--- src/rtl/multicycle_controller.sv ---
// -----------------------------------------------------------------------------
// multicycle_controller
//
// Moore-style control FSM for a shared-memory multicycle RV32I datapath
// (PC, IR, OldPC, ALUOut and Data registers). Each instruction is sequenced
// through fetch, decode, execute, memory and writeback cycles. Memory
// accesses wait on mem_ready, and branches gate PCWrite on the ALU flags.
// Encodings the controller does not support raise a one-cycle Illegal pulse.
//
// Ports
//   clk, reset      : clock and synchronous active-high reset
//   op/funct3/funct7b5 : instruction fields taken from IR
//   Zero/Lt/Ltu     : ALU comparison flags used for branch resolution
//   mem_ready       : memory access completes this cycle
//   PCWrite, AdrSrc, IRWrite, MemWrite, RegWrite : datapath enables/selects
//   ResultSrc, ALUSrcA, ALUSrcB, ImmSrc, ALUControl : datapath mux/op selects
//   Illegal         : one-cycle flag when an illegal encoding is decoded
// -----------------------------------------------------------------------------
module multicycle_controller #(
    parameter int ALUCTRL_W     = 4,
    parameter int MEM_HANDSHAKE = 1,
    parameter int EXT_BRANCH    = 1
) (
    input  logic                 clk,
    input  logic                 reset,
    input  logic [6:0]           op,
    input  logic [2:0]           funct3,
    input  logic                 funct7b5,
    input  logic                 Zero,
    input  logic                 Lt,
    input  logic                 Ltu,
    input  logic                 mem_ready,
    output logic                 PCWrite,
    output logic                 AdrSrc,
    output logic                 IRWrite,
    output logic                 MemWrite,
    output logic                 RegWrite,
    output logic [1:0]           ResultSrc,
    output logic [1:0]           ALUSrcA,
    output logic [1:0]           ALUSrcB,
    output logic [2:0]           ImmSrc,
    output logic [ALUCTRL_W-1:0] ALUControl,
    output logic                 Illegal
);

    typedef enum logic [3:0] {
        S_FETCH    = 4'd0,
        S_DECODE   = 4'd1,
        S_MEMADR   = 4'd2,
        S_MEMREAD  = 4'd3,
        S_MEMWB    = 4'd4,
        S_MEMWRITE = 4'd5,
        S_EXECR    = 4'd6,
        S_EXECI    = 4'd7,
        S_ALUWB    = 4'd8,
        S_BRANCH   = 4'd9,
        S_JALR     = 4'd10,
        S_JAL      = 4'd11,
        S_LUI      = 4'd12
    } state_t;

    localparam logic [6:0] OP_LOAD   = 7'b0000011;
    localparam logic [6:0] OP_STORE  = 7'b0100011;
    localparam logic [6:0] OP_RTYPE  = 7'b0110011;
    localparam logic [6:0] OP_ITYPE  = 7'b0010011;
    localparam logic [6:0] OP_JAL    = 7'b1101111;
    localparam logic [6:0] OP_JALR   = 7'b1100111;
    localparam logic [6:0] OP_BRANCH = 7'b1100011;
    localparam logic [6:0] OP_LUI    = 7'b0110111;

    localparam logic [3:0] ALU_ADD  = 4'd0;
    localparam logic [3:0] ALU_SUB  = 4'd1;
    localparam logic [3:0] ALU_AND  = 4'd2;
    localparam logic [3:0] ALU_OR   = 4'd3;
    localparam logic [3:0] ALU_XOR  = 4'd4;
    localparam logic [3:0] ALU_SLT  = 4'd5;
    localparam logic [3:0] ALU_SLTU = 4'd6;
    localparam logic [3:0] ALU_SLL  = 4'd7;
    localparam logic [3:0] ALU_SRL  = 4'd8;
    localparam logic [3:0] ALU_SRA  = 4'd9;

    localparam logic HS_ON  = (MEM_HANDSHAKE != 0);
    localparam logic EXT_ON = (EXT_BRANCH != 0);

    // ALU operation for R-type / I-type arithmetic. Subtract only exists for
    // register-register ops; on I-type, funct7b5 is an immediate bit.
    function automatic logic [3:0] alu_decode(input logic [2:0] f3,
                                              input logic       op5,
                                              input logic       f7b5);
        case (f3)
            3'b000:  alu_decode = (op5 & f7b5) ? ALU_SUB : ALU_ADD;
            3'b001:  alu_decode = ALU_SLL;
            3'b010:  alu_decode = ALU_SLT;
            3'b011:  alu_decode = ALU_SLTU;
            3'b100:  alu_decode = ALU_XOR;
            3'b101:  alu_decode = f7b5 ? ALU_SRA : ALU_SRL;
            3'b110:  alu_decode = ALU_OR;
            3'b111:  alu_decode = ALU_AND;
            default: alu_decode = ALU_ADD;
        endcase
    endfunction

    // Immediate format implied by the opcode.
    function automatic logic [2:0] imm_decode(input logic [6:0] opc);
        case (opc)
            OP_STORE:  imm_decode = 3'b001;
            OP_BRANCH: imm_decode = 3'b010;
            OP_JAL:    imm_decode = 3'b011;
            OP_LUI:    imm_decode = 3'b100;
            default:   imm_decode = 3'b000;
        endcase
    endfunction

    state_t      state_r;
    state_t      state_next_s;
    state_t      dec_next_s;
    state_t      out_state_s;
    logic        ready_s;
    logic        br_raw_taken_s;
    logic        br_raw_ill_s;
    logic        br_illegal_s;
    logic        br_taken_s;
    logic [2:0]  imm_s;
    logic [3:0]  alu_s;
    logic        pc_write_s;
    logic        ir_write_s;
    logic        mem_write_s;
    logic        reg_write_s;
    logic        illegal_s;

    assign ready_s = mem_ready | ~HS_ON;
    assign imm_s   = imm_decode(op);

    // Branch condition table; funct3 010/011 are not branches.
    always_comb begin
        br_raw_taken_s = 1'b0;
        br_raw_ill_s   = 1'b0;
        case (funct3)
            3'b000:  br_raw_taken_s = Zero;
            3'b001:  br_raw_taken_s = ~Zero;
            3'b100:  br_raw_taken_s = Lt;
            3'b101:  br_raw_taken_s = ~Lt;
            3'b110:  br_raw_taken_s = Ltu;
            3'b111:  br_raw_taken_s = ~Ltu;
            default: br_raw_ill_s   = 1'b1;
        endcase
    end

    // Without the extended branch set, only beq/bne (funct3[2]==0) are legal.
    assign br_illegal_s = br_raw_ill_s | (~EXT_ON & funct3[2]);
    assign br_taken_s   = br_raw_taken_s & ~br_illegal_s;

    // Opcode dispatch out of DECODE; unknown opcodes return to FETCH.
    always_comb begin
        dec_next_s = S_FETCH;
        case (op)
            OP_LOAD:   dec_next_s = S_MEMADR;
            OP_STORE:  dec_next_s = S_MEMADR;
            OP_RTYPE:  dec_next_s = S_EXECR;
            OP_ITYPE:  dec_next_s = S_EXECI;
            OP_JAL:    dec_next_s = S_JAL;
            OP_JALR:   dec_next_s = S_JALR;
            OP_BRANCH: dec_next_s = S_BRANCH;
            OP_LUI:    dec_next_s = S_LUI;
            default:   dec_next_s = S_FETCH;
        endcase
    end

    // Next-state logic; mem_ready only matters in the three memory states.
    always_comb begin
        state_next_s = S_FETCH;
        case (state_r)
            S_FETCH:    state_next_s = ready_s ? S_DECODE : S_FETCH;
            S_DECODE:   state_next_s = dec_next_s;
            S_MEMADR:   state_next_s = op[5] ? S_MEMWRITE : S_MEMREAD;
            S_MEMREAD:  state_next_s = ready_s ? S_MEMWB : S_MEMREAD;
            S_MEMWB:    state_next_s = S_FETCH;
            S_MEMWRITE: state_next_s = ready_s ? S_FETCH : S_MEMWRITE;
            S_EXECR:    state_next_s = S_ALUWB;
            S_EXECI:    state_next_s = S_ALUWB;
            S_ALUWB:    state_next_s = S_FETCH;
            S_BRANCH:   state_next_s = S_FETCH;
            S_JALR:     state_next_s = S_JAL;
            S_JAL:      state_next_s = S_ALUWB;
            S_LUI:      state_next_s = S_FETCH;
            default:    state_next_s = S_FETCH;
        endcase
    end

    // State register; reset abandons any partially executed instruction.
    always_ff @(posedge clk) begin
        if (reset) begin
            state_r <= S_FETCH;
        end else begin
            state_r <= state_next_s;
        end
    end

    // While reset is high the outputs present FETCH values regardless of state.
    assign out_state_s = reset ? S_FETCH : state_r;

    // Moore output decode, plus the flag/handshake gating on write enables.
    always_comb begin
        pc_write_s  = 1'b0;
        ir_write_s  = 1'b0;
        mem_write_s = 1'b0;
        reg_write_s = 1'b0;
        illegal_s   = 1'b0;
        AdrSrc      = 1'b0;
        ResultSrc   = 2'b00;
        ALUSrcA     = 2'b00;
        ALUSrcB     = 2'b00;
        ImmSrc      = 3'b000;
        alu_s       = ALU_ADD;
        case (out_state_s)
            S_FETCH: begin
                ALUSrcB    = 2'b10;
                ResultSrc  = 2'b10;
                ir_write_s = ready_s;
                pc_write_s = ready_s;
            end
            S_DECODE: begin
                ALUSrcA   = 2'b01;
                ALUSrcB   = 2'b01;
                ImmSrc    = imm_s;
                illegal_s = (dec_next_s == S_FETCH);
            end
            S_MEMADR: begin
                // Keep the op-derived format so stores get their S immediate.
                ALUSrcA = 2'b10;
                ALUSrcB = 2'b01;
                ImmSrc  = imm_s;
            end
            S_MEMREAD: begin
                AdrSrc = 1'b1;
            end
            S_MEMWB: begin
                ResultSrc   = 2'b01;
                reg_write_s = 1'b1;
            end
            S_MEMWRITE: begin
                AdrSrc      = 1'b1;
                mem_write_s = 1'b1;
            end
            S_EXECR: begin
                ALUSrcA = 2'b10;
                alu_s   = alu_decode(funct3, op[5], funct7b5);
            end
            S_EXECI: begin
                ALUSrcA = 2'b10;
                ALUSrcB = 2'b01;
                ImmSrc  = imm_s;
                alu_s   = alu_decode(funct3, op[5], funct7b5);
            end
            S_ALUWB: begin
                reg_write_s = 1'b1;
            end
            S_BRANCH: begin
                ALUSrcA    = 2'b10;
                alu_s      = ALU_SUB;
                pc_write_s = br_taken_s;
                illegal_s  = br_illegal_s;
            end
            S_JALR: begin
                ALUSrcA = 2'b10;
                ALUSrcB = 2'b01;
                ImmSrc  = imm_s;
            end
            S_JAL: begin
                // ALU computes OldPC+4 while PC loads the target from ALUOut.
                ALUSrcA    = 2'b01;
                ALUSrcB    = 2'b10;
                pc_write_s = 1'b1;
            end
            S_LUI: begin
                ImmSrc      = 3'b100;
                ResultSrc   = 2'b11;
                reg_write_s = 1'b1;
            end
            default: begin
                alu_s = ALU_ADD;
            end
        endcase
    end

    assign ALUControl = ALUCTRL_W'(alu_s);
    assign PCWrite    = pc_write_s  & ~reset;
    assign IRWrite    = ir_write_s  & ~reset;
    assign MemWrite   = mem_write_s & ~reset;
    assign RegWrite   = reg_write_s & ~reset;
    assign Illegal    = illegal_s   & ~reset;

endmodule

--- config.mk ---
export PLATFORM = sky130hd
export DESIGN_NAME = multicycle_controller
export DESIGN_NICKNAME = d
export VERILOG_FILES = /design/src/rtl/multicycle_controller.sv
export SDC_FILE = /design/constraint.sdc
export NUM_CORES = 1
export LEC_CHECK = 0
export BUFFER_PORTS_ARGS = -buffer_cell sky130_fd_sc_hd__buf_2
export CAP_MARGIN = 20
export CELL_PAD_IN_SITES_DETAIL_PLACEMENT = 1
export CELL_PAD_IN_SITES_GLOBAL_PLACEMENT = 1
export CORE_ASPECT_RATIO = 0.7
export CORE_MARGIN = 5
export CORE_UTILIZATION = 33
export CTS_BUF_LIST = sky130_fd_sc_hd__clkbuf_4
export DETAILED_ROUTE_END_ITERATION = 8
export PLACE_DENSITY = 0.86
export SLEW_MARGIN = 20
export SYNTH_ARGS = -nofsm -noshare
export SYNTH_HDL_FRONTEND = slang
export SYNTH_SLANG_ARGS = --single-unit
--- constraint.sdc ---
create_clock -name clk -period 1.4 [get_ports clk]
set_input_delay 0 -clock clk [delete_from_list [all_inputs] [get_ports clk]]
set_output_delay 0 -clock clk [all_outputs]
set_load 0.005 [all_outputs]
==> impl_metrics.csv, run 1 <==
group,metric,value,unit
sta,fin_crit_sh,112,%
layout,multi_input_area,723,µm²
logic_synthesis,ys.warnings.count,0,
sta,relSlewSlack,77.8,%
detailed_routing,drtIter0Drc,23,
layout,regMostFlops,"state_r",
pwr,p_leak,0.000552,µW
detailed_routing,avgViaCountPerCell,5.60,
global_route,use_met1,20.3,%
logic_synthesis,synth-edff-count,0,
cts,cts_htree_levels,1,
layout,regArea,88.8,µm²
layout,reg_top3,"state_r (4)",
placement,post_dp_cell_area,1030,µm²
detailed_routing,antenna_left,0,
placement,dp_hpwl,2270,µm
global_route,gr-usage-met2,32.8,%
sta,maxSlewViolCount,0,
sta,fmax,0.635,GHz
global_route,grt_overflow,0,
outcome,outcome,"finished with violations",
sta,hold_viol_final,0,
outcome,violations,"negative setup slack",
cts,clk_pin_slew,0.04,ns
hold_path,hold_class,"in2reg",
detailed_routing,postRouteWirelength,3450,µm
worst_setup_path,worstSetupPathType,"reg2out",
layout,fill_cells,316,
cts,cts_root_buffer,"clkbuf_4",
floorplan,io_pins,36,
flow_run,maxCapViolations,0,
sta,tns,-0.339,ns
detailed_routing,detail_route.wl_per_cell,17.6,µm
detailed_routing,drc,0,
detailed_routing,vias,1097,
detailed_routing,dr.pass1.iters,4,
logic_synthesis,synth_nets,137,
layout,final_cells,196,
worst_setup_path,end_kind,"primary output",
cts,tritoncts,"done",
logic_synthesis,syn_avg_cell_area,6.86,µm²
logic_synthesis,syn-cell-area,823,µm²
layout,largest_reg_flops,4,
worst_setup_path,start_kind,"register",
sta,rsz0062_at_grt,"yes",
sta,whs,0.0764,ns
logic_synthesis,yosysSeqAreaShare,9.73,%
floorplan,core,2420,µm²
placement,gp_congestion,0.861,
cts,clock_path_buffers,2,
layout,area_growth_syn_to_layout,48.5,%
global_route,grt_pass1_wl,5010,µm
layout,antenna_cells,0,
pwr,peakVddDrop,442,µV
layout,drive_gt1_share,45.7,%
floorplan,dieArea,3610,µm²
floorplan,initial_core_util,34.0,%
global_route,grt_start_max_net_pins,15,
layout,fin_util,50.5,%
sta,setup_slack,-0.174,ns
layout,fin_nets,181,
global_route,grt_pass1_vias,1082,
floorplan,die_y,51.8,µm
sta,finClkSkew,0.00384,ns
layout,fin_area,1220,µm²
worst_setup_path,arrival,1.57,ns
global_route,busiest_layer,"met2",
cts,numCtsBuffers,3,
worst_setup_path,crit_fanout,4,
cts,clk_latency,0.25,ns
pwr,powerDensity,394,nW/µm²
sta,setup_viol,6,
worst_setup_path,cp_data_required_time,1.40,ns
logic_synthesis,netlist-cell-type-count,45,
global_route,grtUsageMet3,3.86,%
placement,portBuffers,35,
logic_synthesis,synthArstFlopShare,0,%
floorplan,rows,15,
sta,tightest_slew,0.332,ns
global_route,grt_usage,17.2,%
global_route,antenna_found_initial,0,
sta,period_minus_slack,1.57,ns
logic_synthesis,synth_cells,120,
logic_synthesis,synth_seq_cells,4,
floorplan,fp.dieW,69.7,µm
cts,cts.sinks,4,
placement,placedCellCount,185,
logic_synthesis,ys.flop_type,"dfxtp_1",
==> cells by family after synthesis <==
group                  share of synthesized area, %
AND/OR/NAND/NOR                                38.1
AO/OA/AOI/OAI                                  29.5
buffers and inverters                          11.5
XOR/XNOR                                       7.45
flip-flops                                     9.73
multiplexers                                   3.65
==> cell type report <==
cell class	instances	area share [%]
Inverter	5	1.54
Multi-Input combinational cell	98	59.2
Tap cell	34	3.48
Clock buffer	3	1.84
Timing Repair Buffer	52	26.7
Sequential cell	4	7.27
==> metal layers <==
layer | up-vias | wire [µm] | part of all wire [%]
met1 | 543 | 1430 | 42
li1 | 525 | - | -
met4 | 0 | 34 | 0.99
met2 | 23 | 1840 | 53
met5 | - | 0 | 0
met3 | 6 | 146 | 4.2
==> synth_stat cells, types with 2 or more instances <==
cell      count  area [µm²]
nor2_1       12        45.0
a21oi_1      10        50.1
nor3_1        7        35.0
and3_1        5        31.3
clkbuf_1      5        18.8
nand2_1       5        18.8
nand2b_1      5        31.3
xnor2_1       5        43.8
buf_2         4        20.0
dfxtp_1       4        80.1
inv_1         4        15.0
o21ai_1       4        20.0
a211oi_1      3        22.5
buf_6         3        33.8
mux2i_1       3        30.0
nand3b_1      3        22.5
nor2b_1       3        18.8
a211o_1       2        17.5
and2_1        2        12.5
and2b_1       2        15.0
nor4_1        2        12.5
o21ai_0       2        10.0
o31ai_1       2        15.0
xor2_1        2        17.5
==> worst paths after layout <==
| check | start | to | slack [ns] | cells after the start |
|---|---|---|---|---|
| hold reg to reg | state_r[2] | state_r[1] | 0.77 | 3 |
| setup reg to reg | state_r[3] | state_r[2] | 0.03 | 5 |
| setup / recovery | state_r[3] | ImmSrc[2] | -0.17 | 5 |
| hold / removal | op[4] | state_r[2] | 0.08 | 3 |
==> repair_timing <==
action | CTS | global route
hold buffers | 0 | 0
gates cloned | 0 | 0
buffers inserted | 1 | 7
gates resized for setup | 8 | 18
endpoints found under the setup margin | 7 | 13
pin swaps | 6 | 11
==> cells in the final DEF (no fill, tap or decap), types with 5 or more instances in the layout <==
cell type | Yosys | final
buf_2 | 4 | 35
buf_4 | 0 | 13
nor2_1 | 12 | 10
a21oi_1 | 10 | 9
and3_1 | 5 | 5
nand2_1 | 5 | 5
nand2b_1 | 5 | 5
nor3_1 | 7 | 5
==> critical path, cell delays in order, from the launching register on <==
cell and delay [ns]:
dfxtp_2 0.32, and2b_2 0.23, a21oi_2 0.05, a211o_1 0.32, o31ai_1 0.24, buf_2 0.16
==> through the flow <==
stage                     total power, µW  setup WS, ns
after global placement                291        0.0842
after detailed placement              303        0.0412
after CTS                             460       -0.0627
final                                 482        -0.174
after floorplan                       242         0.143
after global routing                  514        -0.289
==> report_power, final <==
group          internal, µW  total (µW)  switching [µW]  leakage, µW
sequential              114         119            4.76    0.0000344
clock                  96.9         159            62.4    0.0000138
combinational          84.2         204             120     0.000504
total                   296         482             187     0.000552
Note: power is estimated with default switching activity, not from simulation.
==> inputs of run 2 (changes only) <==
--- a/config.mk
+++ b/config.mk
@@ -5,16 +5,17 @@
 export SDC_FILE = /design/constraint.sdc
 export NUM_CORES = 1
 export LEC_CHECK = 0
+export ABC_AREA = 1
 export BUFFER_PORTS_ARGS = -buffer_cell sky130_fd_sc_hd__buf_2
 export CAP_MARGIN = 20
 export CELL_PAD_IN_SITES_DETAIL_PLACEMENT = 1
 export CELL_PAD_IN_SITES_GLOBAL_PLACEMENT = 1
 export CORE_ASPECT_RATIO = 0.7
 export CORE_MARGIN = 5
-export CORE_UTILIZATION = 33
+export CORE_UTILIZATION = 28
 export CTS_BUF_LIST = sky130_fd_sc_hd__clkbuf_4
 export DETAILED_ROUTE_END_ITERATION = 8
-export PLACE_DENSITY = 0.86
+export PLACE_DENSITY = 0.84
 export SLEW_MARGIN = 20
 export SYNTH_ARGS = -nofsm -noshare
 export SYNTH_HDL_FRONTEND = slang
==> impl_metrics.csv, run 2 <==
group,metric,value,unit
sta,relSlewSlack,81.8,%
logic_synthesis,synth-edff-count,0,
layout,final_cell_mix,"nand2_1 (53), buf_2 (35), nor2_1 (19)",
worst_setup_path,start_kind,"register",
floorplan,fp.dieW,70.7,µm
global_route,antenna_found_initial,0,
logic_synthesis,synth_seq_cells,4,
detailed_routing,drtIter0Drc,46,
layout,regMostFlops,"state_r",
global_route,grt_overflow,0,
cts,clk_pin_slew,0.04,ns
logic_synthesis,ys.warnings.count,0,
sta,fin_crit_sh,96.1,%
placement,portBuffers,35,
layout,area_growth_syn_to_layout,48.4,%
worst_setup_path,endpoint,"PCWrite",
cts,ctsHoldBuffers,0,
floorplan,initial_core_util,29.4,%
detailed_routing,detail_route.wl_per_cell,13.7,µm
worst_setup_path,cp-startpoint,"state_r[3]",
global_route,grt_start_max_net_pins,12,
pwr,p_leak,0.000604,µW
global_route,grt_pass1_vias,1066,
logic_synthesis,synth.most_common_cell,"nand2_1",
logic_synthesis,synth_top_area_cell,"nand2_1",
floorplan,core,2460,µm²
logic_synthesis,synth_cells,151,
sta,whs,0.0768,ns
logic_synthesis,synthTopCellsByCount,"nand2_1 (55), nor2_1 (25), inv_1 (20)",
sta,hold_viol_final,0,
sta,finClkSkew,0.00573,ns
detailed_routing,dr.pass1.iters,4,
pwr,peakVddDrop,384,µV
layout,reg_top3,"state_r (4)",
layout,largest_reg_flops,4,
global_route,grt_usage,16.3,%
logic_synthesis,synthArstFlopShare,0,%
sta,maxSlewViolCount,0,
detailed_routing,avgViaCountPerCell,4.82,
logic_synthesis,ys.flop_type,"dfxtp_1",
floorplan,dieArea,3720,µm²
worst_setup_path,end_kind,"primary output",
cts,clk_latency,0.25,ns
pwr,powerDensity,407,nW/µm²
sta,rsz0062_at_grt,"yes",
floorplan,rows,15,
flow_run,maxCapViolations,0,
worst_setup_path,reg2reg_depth,8,
detailed_routing,drc,0,
layout,fin_area,1070,µm²
worst_setup_path,rr_startpoint,"state_r[1]",
logic_synthesis,syn_avg_cell_area,4.79,µm²
cts,numCtsBuffers,3,
logic_synthesis,synth_area_leaders,"nand2_1 (29%), nor2_1 (13%), dfxtp_1 (11%)",
cts,tritoncts,"done",
worst_setup_path,arrival,1.35,ns
cts,cts_htree_levels,1,
sta,period_minus_slack,1.35,ns
floorplan,die_y,52.5,µm
worst_setup_path,r2r_setup_slack,0.21,ns
floorplan,io_pins,36,
placement,post_dp_cell_area,936,µm²
placement,gp_congestion,0.847,
worst_setup_path,cp_data_required_time,1.40,ns
layout,final_common_cell,"nand2_1",
logic_synthesis,syn-cell-area,723,µm²
layout,fin_nets,211,
cts,clock_path_buffers,2,
logic_synthesis,netlist.area_leader.share,28.5,%
worst_setup_path,crit_fanout,3,
layout,drive_gt1_share,38.5,%
global_route,grt_pass1_wl,4790,µm
cts,cts_root_buffer,"clkbuf_4",
logic_synthesis,netlist-cell-type-count,17,
hold_path,hold_class,"in2reg",
sta,setup_viol,0,
logic_synthesis,yosysSeqAreaShare,11.1,%
sta,tightest_slew,0.272,ns
logic_synthesis,synth_nets,168,
worst_setup_path,r2r_end,"state_r[2]",
detailed_routing,antenna_left,0,
outcome,outcome,"complete, no violations",
layout,antenna_cells,0,
placement,dp_hpwl,2440,µm
cts,cts.sinks,4,
detailed_routing,postRouteWirelength,3100,µm
detailed_routing,vias,1089,
worst_setup_path,worstSetupPathType,"reg2out",
sta,fmax,0.743,GHz
## run 2: changes by cell type in the layout (fill, tap and decap cells not counted), moves of 6 or more
cell | before | now
buf_4 | 13 | 4
nand3_1 | 0 | 7
nor2_2 | 2 | 9
nor2_1 | 10 | 19
o21ai_0 | 2 | 8
nand2_1 | 5 | 53
inv_1 | 4 | 17
## run 2: layer usage
layer | track usage (%) | vias to the layer above | part of all wire [%]
met4 | 2.81 | 0 | 0.81
met2 | 28.5 | 38 | 48
met3 | 4.79 | 4 | 7.0
met5 | 0 | - | 0
li1 | - | 556 | -
met1 | 20.2 | 491 | 44
## run 2: area by class of cell
type	count	area, µm²
fill	371	1390
multi-input combinational	123	614
timing repair buffer	39	205
inverter	23	96.3
sequential	4	92.6
tap	34	42.5
clock buffer	3	22.5
## run 2: how the worst min path moves through the flow
stage | slack (ns) | cells after the start | startpoint | to
after floorplan | 0.12 | 2 | funct3[0] | ALUControl[1]
after detailed placement | 0.34 | 2 | reset | state_r[0]
after global routing | 0.09 | 2 | reset | state_r[3]
after global placement | 0.34 | 2 | reset | state_r[1]
final | 0.08 | 2 | reset | state_r[0]
after CTS | 0.08 | 2 | reset | state_r[0]
## run 2: cell families (layout without fill, tap and decap cells)
family	count (synthesis)	in the layout	share of synthesized area (%)
buffers and inverters	24	65	12.6
and+or+nand+nor	107	107	64.9
AOI/OAI and AO/OA	16	16	11.4
DFF	4	4	11.1
## run 2: metrics by stage
stage               utilization, %  worst slack [ns]  std cells  power (µW)  setup TNS (ns)
floorplan                        -             0.451        151         201               0
global placement              38.1             0.224        219         256               0
detailed placement            38.1             0.173        219         263               0
CTS                           39.9           0.00368        223         426               0
global route                  43.7           -0.0626        226         469          -0.151
finish                        43.7            0.0548        226         437               0
## run 2: power by group
part	switching, µW	internal (µW)	total [µW]
combinational	97.9	62.6	160
clock	61.1	96.8	158
sequential	5.98	113	119
total	165	272	437
## run 2: timing repair
action | CTS | global route
endpoints found under the setup margin | 7 | 12
endpoints found under the hold margin | 0 | 0
pin swaps | 2 | 4
gates resized for setup | 8 | 22
setup buffers | 1 | 3
## run 2: worst max-delay path: stages, from the launching register on
cell     delay, ns
dfxtp_2       0.36
inv_4         0.06
nor2_2        0.15
nand2_2       0.10
nor3_1        0.19
nand2_1       0.07
nand2_1       0.05
buf_2         0.10
